### config.mk
export PLATFORM = sky130hd
export DESIGN_NAME = fetch_unit
export DESIGN_NICKNAME = d
export VERILOG_FILES = /design/src/rtl/fetch_pkg.sv /design/src/rtl/fetch_fifo.sv /design/src/rtl/fetch_unit.sv
export SDC_FILE = /design/constraint.sdc
export NUM_CORES = 1
export LEC_CHECK = 0
export CAP_MARGIN = 10
export CORE_MARGIN = 3
export CORE_UTILIZATION = 51
export DETAILED_ROUTE_END_ITERATION = 8
export GPL_ROUTABILITY_DRIVEN = 0
export MAX_ROUTING_LAYER = met4
export PLACE_DENSITY = 0.78
export REMOVE_ABC_BUFFERS = 1
export SLEW_MARGIN = 20
export SYNTH_ARGS = -nofsm -noshare
export SYNTH_HDL_FRONTEND = slang
export SYNTH_SLANG_ARGS = --single-unit
### constraint.sdc
create_clock -name clk -period 3.3 [get_ports clk]
set_input_delay 0.66 -clock clk [delete_from_list [all_inputs] [get_ports clk]]
set_output_delay 0.66 -clock clk [all_outputs]
set_load 0.1 [all_outputs]
### src/rtl/fetch_pkg.sv
// Shared types for the decoupled instruction-fetch front end: FSM states,
// prefetch FIFO entry layout and the canonical NOP encoding.
package fetch_pkg;

    localparam int          FETCH_XLEN = 32;
    localparam logic [31:0] INSTR_NOP  = 32'h0000_0013;

    typedef enum logic [1:0] {
        IDLE  = 2'd0,
        RUN   = 2'd1,
        FLUSH = 2'd2
    } fetch_state_t;

    typedef struct packed {
        logic [FETCH_XLEN-1:0] pc;
        logic [31:0]           instr;
    } fetch_entry_t;

    // Harmless filler for storage that has never been written.
    function automatic fetch_entry_t nop_entry();
        fetch_entry_t e;
        e.pc    = {FETCH_XLEN{1'b0}};
        e.instr = INSTR_NOP;
        return e;
    endfunction

endpackage

### src/rtl/fetch_fifo.sv
// Synchronous prefetch FIFO of {pc, instr} entries; flush wins over push so a
// response arriving in the flush cycle is dropped.
module fetch_fifo
    import fetch_pkg::*;
#(
    parameter int DEPTH = 4,
    parameter int LVL_W = $clog2(DEPTH + 1)
) (
    input  logic             clk,
    input  logic             rst_n,
    input  logic             flush,
    input  logic             push,
    input  fetch_entry_t     push_data,
    input  logic             pop,
    output fetch_entry_t     head,
    output logic [LVL_W-1:0] level
);

    localparam int PTR_W = (DEPTH > 1) ? $clog2(DEPTH) : 1;

    fetch_entry_t     mem_q [DEPTH];
    fetch_entry_t     mem_d [DEPTH];
    logic [PTR_W-1:0] wr_ptr_q, wr_ptr_d;
    logic [PTR_W-1:0] rd_ptr_q, rd_ptr_d;
    logic [LVL_W-1:0] level_q, level_d;
    logic             pop_ok_s;
    logic             push_ok_s;

    // Next-state for storage, pointers and level; pointers wrap naturally.
    always_comb begin
        pop_ok_s  = pop && (level_q != {LVL_W{1'b0}});
        push_ok_s = push && ((level_q != LVL_W'(DEPTH)) || pop_ok_s);
        mem_d     = mem_q;
        wr_ptr_d  = wr_ptr_q;
        rd_ptr_d  = rd_ptr_q;
        level_d   = level_q;
        if (flush) begin
            wr_ptr_d = {PTR_W{1'b0}};
            rd_ptr_d = {PTR_W{1'b0}};
            level_d  = {LVL_W{1'b0}};
        end else begin
            if (push_ok_s) begin
                mem_d[wr_ptr_q] = push_data;
                wr_ptr_d        = wr_ptr_q + PTR_W'(1);
            end else begin
                wr_ptr_d = wr_ptr_q;
            end
            if (pop_ok_s) begin
                rd_ptr_d = rd_ptr_q + PTR_W'(1);
            end else begin
                rd_ptr_d = rd_ptr_q;
            end
            case ({push_ok_s, pop_ok_s})
                2'b10:   level_d = level_q + LVL_W'(1);
                2'b01:   level_d = level_q - LVL_W'(1);
                default: level_d = level_q;
            endcase
        end
    end

    // State registers.
    always_ff @(posedge clk or negedge rst_n) begin
        if (!rst_n) begin
            for (int i = 0; i < DEPTH; i++) begin
                mem_q[i] <= nop_entry();
            end
            wr_ptr_q <= {PTR_W{1'b0}};
            rd_ptr_q <= {PTR_W{1'b0}};
            level_q  <= {LVL_W{1'b0}};
        end else begin
            mem_q    <= mem_d;
            wr_ptr_q <= wr_ptr_d;
            rd_ptr_q <= rd_ptr_d;
            level_q  <= level_d;
        end
    end

    assign head  = mem_q[rd_ptr_q];
    assign level = level_q;

endmodule

### src/rtl/fetch_unit.sv
// Decoupled fetch front end: PC register issuing to a 1-cycle synchronous
// instruction memory, credit-limited prefetch FIFO and valid/ready to decode.
module fetch_unit
    import fetch_pkg::*;
#(
    parameter int             XLEN       = 32,
    parameter int             ADDR_W     = 12,
    parameter int             FIFO_DEPTH = 4,
    parameter logic [XLEN-1:0] RESET_VEC = {XLEN{1'b0}}
) (
    input  logic                               clk,
    input  logic                               rst,
    output logic                               imem_req,
    output logic [ADDR_W-1:0]                  imem_addr,
    input  logic [31:0]                        imem_rdata,
    input  logic                               redirect,
    input  logic [XLEN-1:0]                    redirect_pc,
    output logic                               if_valid,
    input  logic                               if_ready,
    output logic [31:0]                        if_instr,
    output logic [XLEN-1:0]                    if_pc,
    output logic [XLEN-1:0]                    if_pc_plus4,
    output logic [$clog2(FIFO_DEPTH+1)-1:0]    fifo_level
);

    localparam int             LVL_W   = $clog2(FIFO_DEPTH + 1);
    localparam logic [LVL_W:0] DEPTH_C = (LVL_W + 1)'(FIFO_DEPTH);

    fetch_state_t     state_q, state_d;
    logic [XLEN-1:0]  fetch_pc_q, fetch_pc_d;
    logic [XLEN-1:0]  req_pc_q, req_pc_d;
    logic             inflight_q, inflight_d;

    logic             credit_ok_s;
    logic             issue_s;
    logic             take_redirect_s;
    logic             if_valid_s;
    logic             pop_s;
    logic [LVL_W-1:0] level_s;
    logic [XLEN-1:0]  head_pc_s;
    fetch_entry_t     push_entry_s;
    fetch_entry_t     head_s;
    logic             unused_s;

    // An in-flight request holds a FIFO slot, so the FIFO can never overflow.
    assign credit_ok_s     = ({1'b0, level_s} + {{LVL_W{1'b0}}, inflight_q}) < DEPTH_C;
    assign take_redirect_s = redirect && (state_q != IDLE);
    assign issue_s         = (state_q == RUN) && !redirect && credit_ok_s;
    assign if_valid_s      = (level_s != {LVL_W{1'b0}});
    assign pop_s           = if_valid_s && if_ready;

    assign push_entry_s.pc    = FETCH_XLEN'(req_pc_q);
    assign push_entry_s.instr = imem_rdata;
    assign head_pc_s          = XLEN'(head_s.pc);
    assign unused_s           = ^redirect_pc[1:0];

    // Flushing in the redirect cycle also drops the response arriving then.
    fetch_fifo #(
        .DEPTH (FIFO_DEPTH),
        .LVL_W (LVL_W)
    ) u_fifo (
        .clk       (clk),
        .rst_n     (rst),
        .flush     (take_redirect_s),
        .push      (inflight_q),
        .push_data (push_entry_s),
        .pop       (pop_s),
        .head      (head_s),
        .level     (level_s)
    );

    // FSM next-state plus fetch PC / request bookkeeping.
    always_comb begin
        state_d    = state_q;
        fetch_pc_d = fetch_pc_q;
        req_pc_d   = req_pc_q;
        inflight_d = issue_s;
        case (state_q)
            IDLE:    state_d = RUN;
            RUN:     state_d = take_redirect_s ? FLUSH : RUN;
            FLUSH:   state_d = take_redirect_s ? FLUSH : RUN;
            default: state_d = IDLE;
        endcase
        if (take_redirect_s) begin
            fetch_pc_d = {redirect_pc[XLEN-1:2], 2'b00};
        end else if (issue_s) begin
            fetch_pc_d = fetch_pc_q + XLEN'(32'd4);
            req_pc_d   = fetch_pc_q;
        end else begin
            fetch_pc_d = fetch_pc_q;
            req_pc_d   = req_pc_q;
        end
    end

    // FSM and fetch-side registers.
    always_ff @(posedge clk or negedge rst) begin
        if (!rst) begin
            state_q    <= IDLE;
            fetch_pc_q <= RESET_VEC;
            req_pc_q   <= {XLEN{1'b0}};
            inflight_q <= 1'b0;
        end else begin
            state_q    <= state_d;
            fetch_pc_q <= fetch_pc_d;
            req_pc_q   <= req_pc_d;
            inflight_q <= inflight_d;
        end
    end

    assign imem_req    = issue_s;
    assign imem_addr   = fetch_pc_q[ADDR_W-1:0];
    assign if_valid    = if_valid_s;
    assign if_instr    = if_valid_s ? head_s.instr : 32'h0000_0000;
    assign if_pc       = if_valid_s ? head_pc_s : {XLEN{1'b0}};
    assign if_pc_plus4 = if_valid_s ? (head_pc_s + XLEN'(32'd4)) : {XLEN{1'b0}};
    assign fifo_level  = level_s;

endmodule

# == Yosys cells after proc, flatten, opt, wreduce, memory -nomap -nowiden ==
# Index checks and enable logic that the tools add are counted.
# classes
n_reduce_logical,19
n_lt_le_gt_ge,4
bitwise_logic,3
n_addsub,7
n_mux,19
n_eq_ne,5
# op_table
op,count
$bwmux 256,1
$mux 64,3
$mux 32,5
$bmux 64 s2,1
$demux 64 s2,1
$add 32x3->32 const B,2
$mux 2,5
$reduce_bool 2->1,4
$logic_and 1x1->1,7
$ge 3x3->1 const B,2
$not 2->3,2
$pmux 3 s2,1
$reduce_bool 3->1,2
$add 2x1->2 const B,2
$add 3x1->4,1
$eq 2x1->1 const B,2
$eq 2x2->1 const B,2
$lt 4x3->1 const B,1
$pmux 2 s2,1
$reduce_and 2->1,2
$add 3x1->3 const B,1
$lt 3x1->1 const B,1
$mux 3,1
$ne 3x3->1 const B,1
other kinds (6),6
# word_totals
wordCells,72
in_bits,68
ff_bits,330
output_inout_bits,113

# == Longest topological paths before layout ==
# logic_depth
word_depth,8
ltp_mapped,9
depth_no_buf,8

# == By module ==
# A second synthesis with hierarchy kept.
# unflattened
hier_cells,1221
area_unflattened_um2,17197.7
# modules_own_cells
mod,cells_each,area_per_inst_um2,seq_area_each_um2,instances
fetch_fifo,684,12892.4,6596.3,1
fetch_unit,537,4305.4,1576.5,1

# == Worst setup path after synthesis ==
# No wires, ideal clock.
# synth_path
path_type,register to output
start,register u_fifo.rd_ptr_q[0]
end,output if_pc_plus4[16]
path_stages_with_launch,10
t_arrival_ns,3.843
path_slack_ns,-1.203
required_ns,2.640
path_buffers,3
path_cell_list,dfrtp_1 > buf_6 > buf_12 > mux4_2 > ha_1 > nand3_2 > or4_1 > buf_2 > or3_1 > a21oi_1
# synth_via
elab_chain_len,6
# synth_rtl
element,line_no,text
from (decl),fetch_fifo.sv:24,"logic [PTR_W-1:0] rd_ptr_q, rd_ptr_d;"
from (signal assigned),fetch_fifo.sv:68,rd_ptr_q <= {PTR_W{1'b0}};
from (signal assigned),fetch_fifo.sv:73,rd_ptr_q <= rd_ptr_d;
$not 2->3 (implied by the code),fetch_fifo.sv:78,assign head = mem_q[rd_ptr_q];
$bmux 64 s2,fetch_fifo.sv:78,
$mux 64 (implied by the code) (2 in series),fetch_fifo.sv:78,
$add 32x3->32,fetch_unit.sv:115,assign if_pc_plus4 = if_valid_s ? (head_pc_s + XLEN'(32'd4)) : {XLEN{1'b0}};
$mux 32,fetch_unit.sv:115,
to (decl),fetch_unit.sv:22,"output logic [XLEN-1:0] if_pc_plus4,"
# Every way passes these cells. The select of a mux whose other input is x is not followed.

# == Worst setup path after layout ==
# layout_path
start,register u_fifo.rd_ptr_q[0]
end,output if_pc_plus4[17]
# The elaborated chain is that of the path after synthesis.

==> reports/metrics.yaml <==
status: "complete, but fails checks"
violations: "negative setup slack"
synth_flop_cell: "dfrtp_1"
setup_viol: 40
wl_per_cell_um: 21.20
worstReg2RegStart: "fetch_pc_q[11]"
grt_max_degree: 98
slew_headroom: 0.4822
num_vias: 10810
max_stage_delay_ps: 600
ys_top_cells_by_area: "dfrtp_1, mux2_2, mux4_2, mux4_1, nand2_1"
use_met2: 0.4020
drv_slew: 0
crit_top_cell: "buf_12"
place_hpwl_um: 24910
antenna_found_initial: 0
clkTransAtPathRegs_ps: 60
track_usage: 0.2426
port_buffers: 172
finalCriticalPeriod_ps: 3949
drive_above_1_share: 0.4525
synth_warnings: 0
timing.max_cap.violations: 0
syn_avg_cell_area_um2: 12.92
finalInstanceArea_um2: 20670
ant_nets: 0
synth.most_common_cell: "dfrtp_1"
dpl_cell_area_um2: 18900
io_pins: 181
crit_arrival_ps: 3290
cts_tree: "yes"
num_rows: 63
drc: 0
fin_ws_ps: -648.8
grt_util_met1: 0.3212
yosysTopAreaCell: "dfrtp_1"
rsz0062_at_grt: "yes"
cp_slowest_cell: "or4_4"
h-tree-depth: 2
grt_pass1_vias: 11520
grt_most_used_layer: "met2"
cts_sinks: 318
synth_edf_count: 0
period_share: 1.197
drt-vias-per-instance: 5.870
worstReg2RegEnd: "fetch_pc_q[28]"
start_util: 0.5193
synthesis.area_um2: 15470
synth-async-reset-ratio: 1.000
hp-class: "in2async"
critical_path_required_ps: 2640
insertion_delay_ps: 500
synth_cells: 1198
grt-ovfl-total: 0
worstMarginPinSlew_ps: 776.7
nets: 1506
die_h_um: 180.2
max_freq_mhz: 253.2
use_met3: 0.03270
cts-root-buf: "clkbuf_16"
cts_buffers: 34
n_antenna_cell: 0
dr.pass1.iters: 6
startpoint_type: "register"
postCtsHoldBufs: 0
critPathLaunch: "u_fifo.rd_ptr_q[0]"
grt_pass1_wl_um: 62850
synth_seq_cells: 318
reg2reg_depth: 5
synth_commonest_cells: "dfrtp_1, mux2_2, nand2_1"
yosysSeqAreaShare: 0.5152
first_iter_violations: 770
dieArea_um2: 32470
die_width_um: 180.2
cp_max_fo: 8
cp_cell_sequence: "buf_8 -> mux4_2 -> nand4_1 -> or4_4 -> buf_12 -> or3_4 -> a21oi_2 -> buf_12"
synth_top_area_share: 0.4949
endpoint_kind: "output pin"
clockBufferDepth: 3
cp-endpoint: "if_pc_plus4[17]"
finalClockSkew_ps: 15.99
rrSetupSlack_ps: 620
final_core_util: 0.6937
hold_viol: 0
critPathKind: "reg2out"
ys_types: 60
wl_um: 39050
core_area_um2: 29800
syn2layout_area_growth_pct: 33.57
cell families after synthesis:
family | synth area share
and+or+nand+nor | 0.1111
other | 0.0002423
adders and majority gates | 0.008571
muxes | 0.2839
buffers and inverters | 0.03647
xor gates and xnor gates | 0.01189
DFF | 0.5152
AOI/OAI and AO/OA | 0.03259
routing by layer:
metal,wire [um],vias to the layer above
li1,-,4764
met1,16020,5584
met2,19850,401
met3,2321,63
met4,862,0
met5,0,-
flip-flops by register name, summed over array words and instances, names as in the netlist:
register / count
state_q: 2
u_fifo.wr_ptr_q: 2
fetch_pc_q: 30
u_fifo.level: 3
inflight_q: 1
req_pc_q: 30
u_fifo.mem_q: 248
u_fifo.rd_ptr_q: 2
cells in the final DEF, fill, tap and decap left out, types with 16 or more instances in the layout:
cell type        instances
nand4_1                 16
mux4_2                  58
buf_12                 105
nor2_1                  41
buf_4                   88
nand2_1                129
clkbuf_16               39
and2_4                  17
o21ai_0                 31
dfrtp_1                304
clkdlybuf4s50_1         64
and2_1                  41
inv_1                   17
mux2_2                 250
nand3_1                 20
what timing repair did:
action | in CTS | in global routing
resized for setup | 65 | 48
pin swaps | 10 | 10
gates cloned | 1 | 1
setup buffers | 10 | 17
setup endpoints to repair | 42 | 39
worst max-delay path, delay by kind of cell (launching register included):
kind                   cells  cell delay [ps]
and+or+nand+nor            3             1120
DFF                        1              560
buffers and inverters      3              550
muxes                      1              350
AOI/OAI and AO/OA          1              210
per-stage QoR:
stage          setup slack [ps]  instances  hold slack [ps]  setup TNS [ps]
6_report                 -648.8       1842            189.1          -11830
5_1_grt                  -735.7       1842            254.4          -15250
4_1_cts                  -675.3       1829            232.0          -11300
3_5_place_dp             -224.4       1758            484.9           -2331
3_3_place_gp             -161.0       1758            479.1           -1730
2_1_floorplan             -3415       1115            364.4         -492830
cell type report:
type                    count  area, um2
fillers                  1979       9128
flip-flops and latches    318       7978
multi-input cells         778       7239
repair buffers            277       3700
clock buffers              50       1035
well taps                 390      488.0
clock inverters            10      157.7
inverters                  19      71.32
worst min path at each step:
stage,start,to,slack (ps)
3_5_place_dp,u_fifo.mem_q[187],u_fifo.mem_q[187],480
5_1_grt,rst,u_fifo.mem_q[141],250
3_3_place_gp,u_fifo.mem_q[173],u_fifo.mem_q[173],480
4_1_cts,rst,u_fifo.mem_q[9],230
6_report,rst,u_fifo.mem_q[10],190
2_1_floorplan,rst,fetch_pc_q[10],360
Power is not shown: default switching activity piles up to over one toggle a cycle in this logic, so the estimate is an artifact.
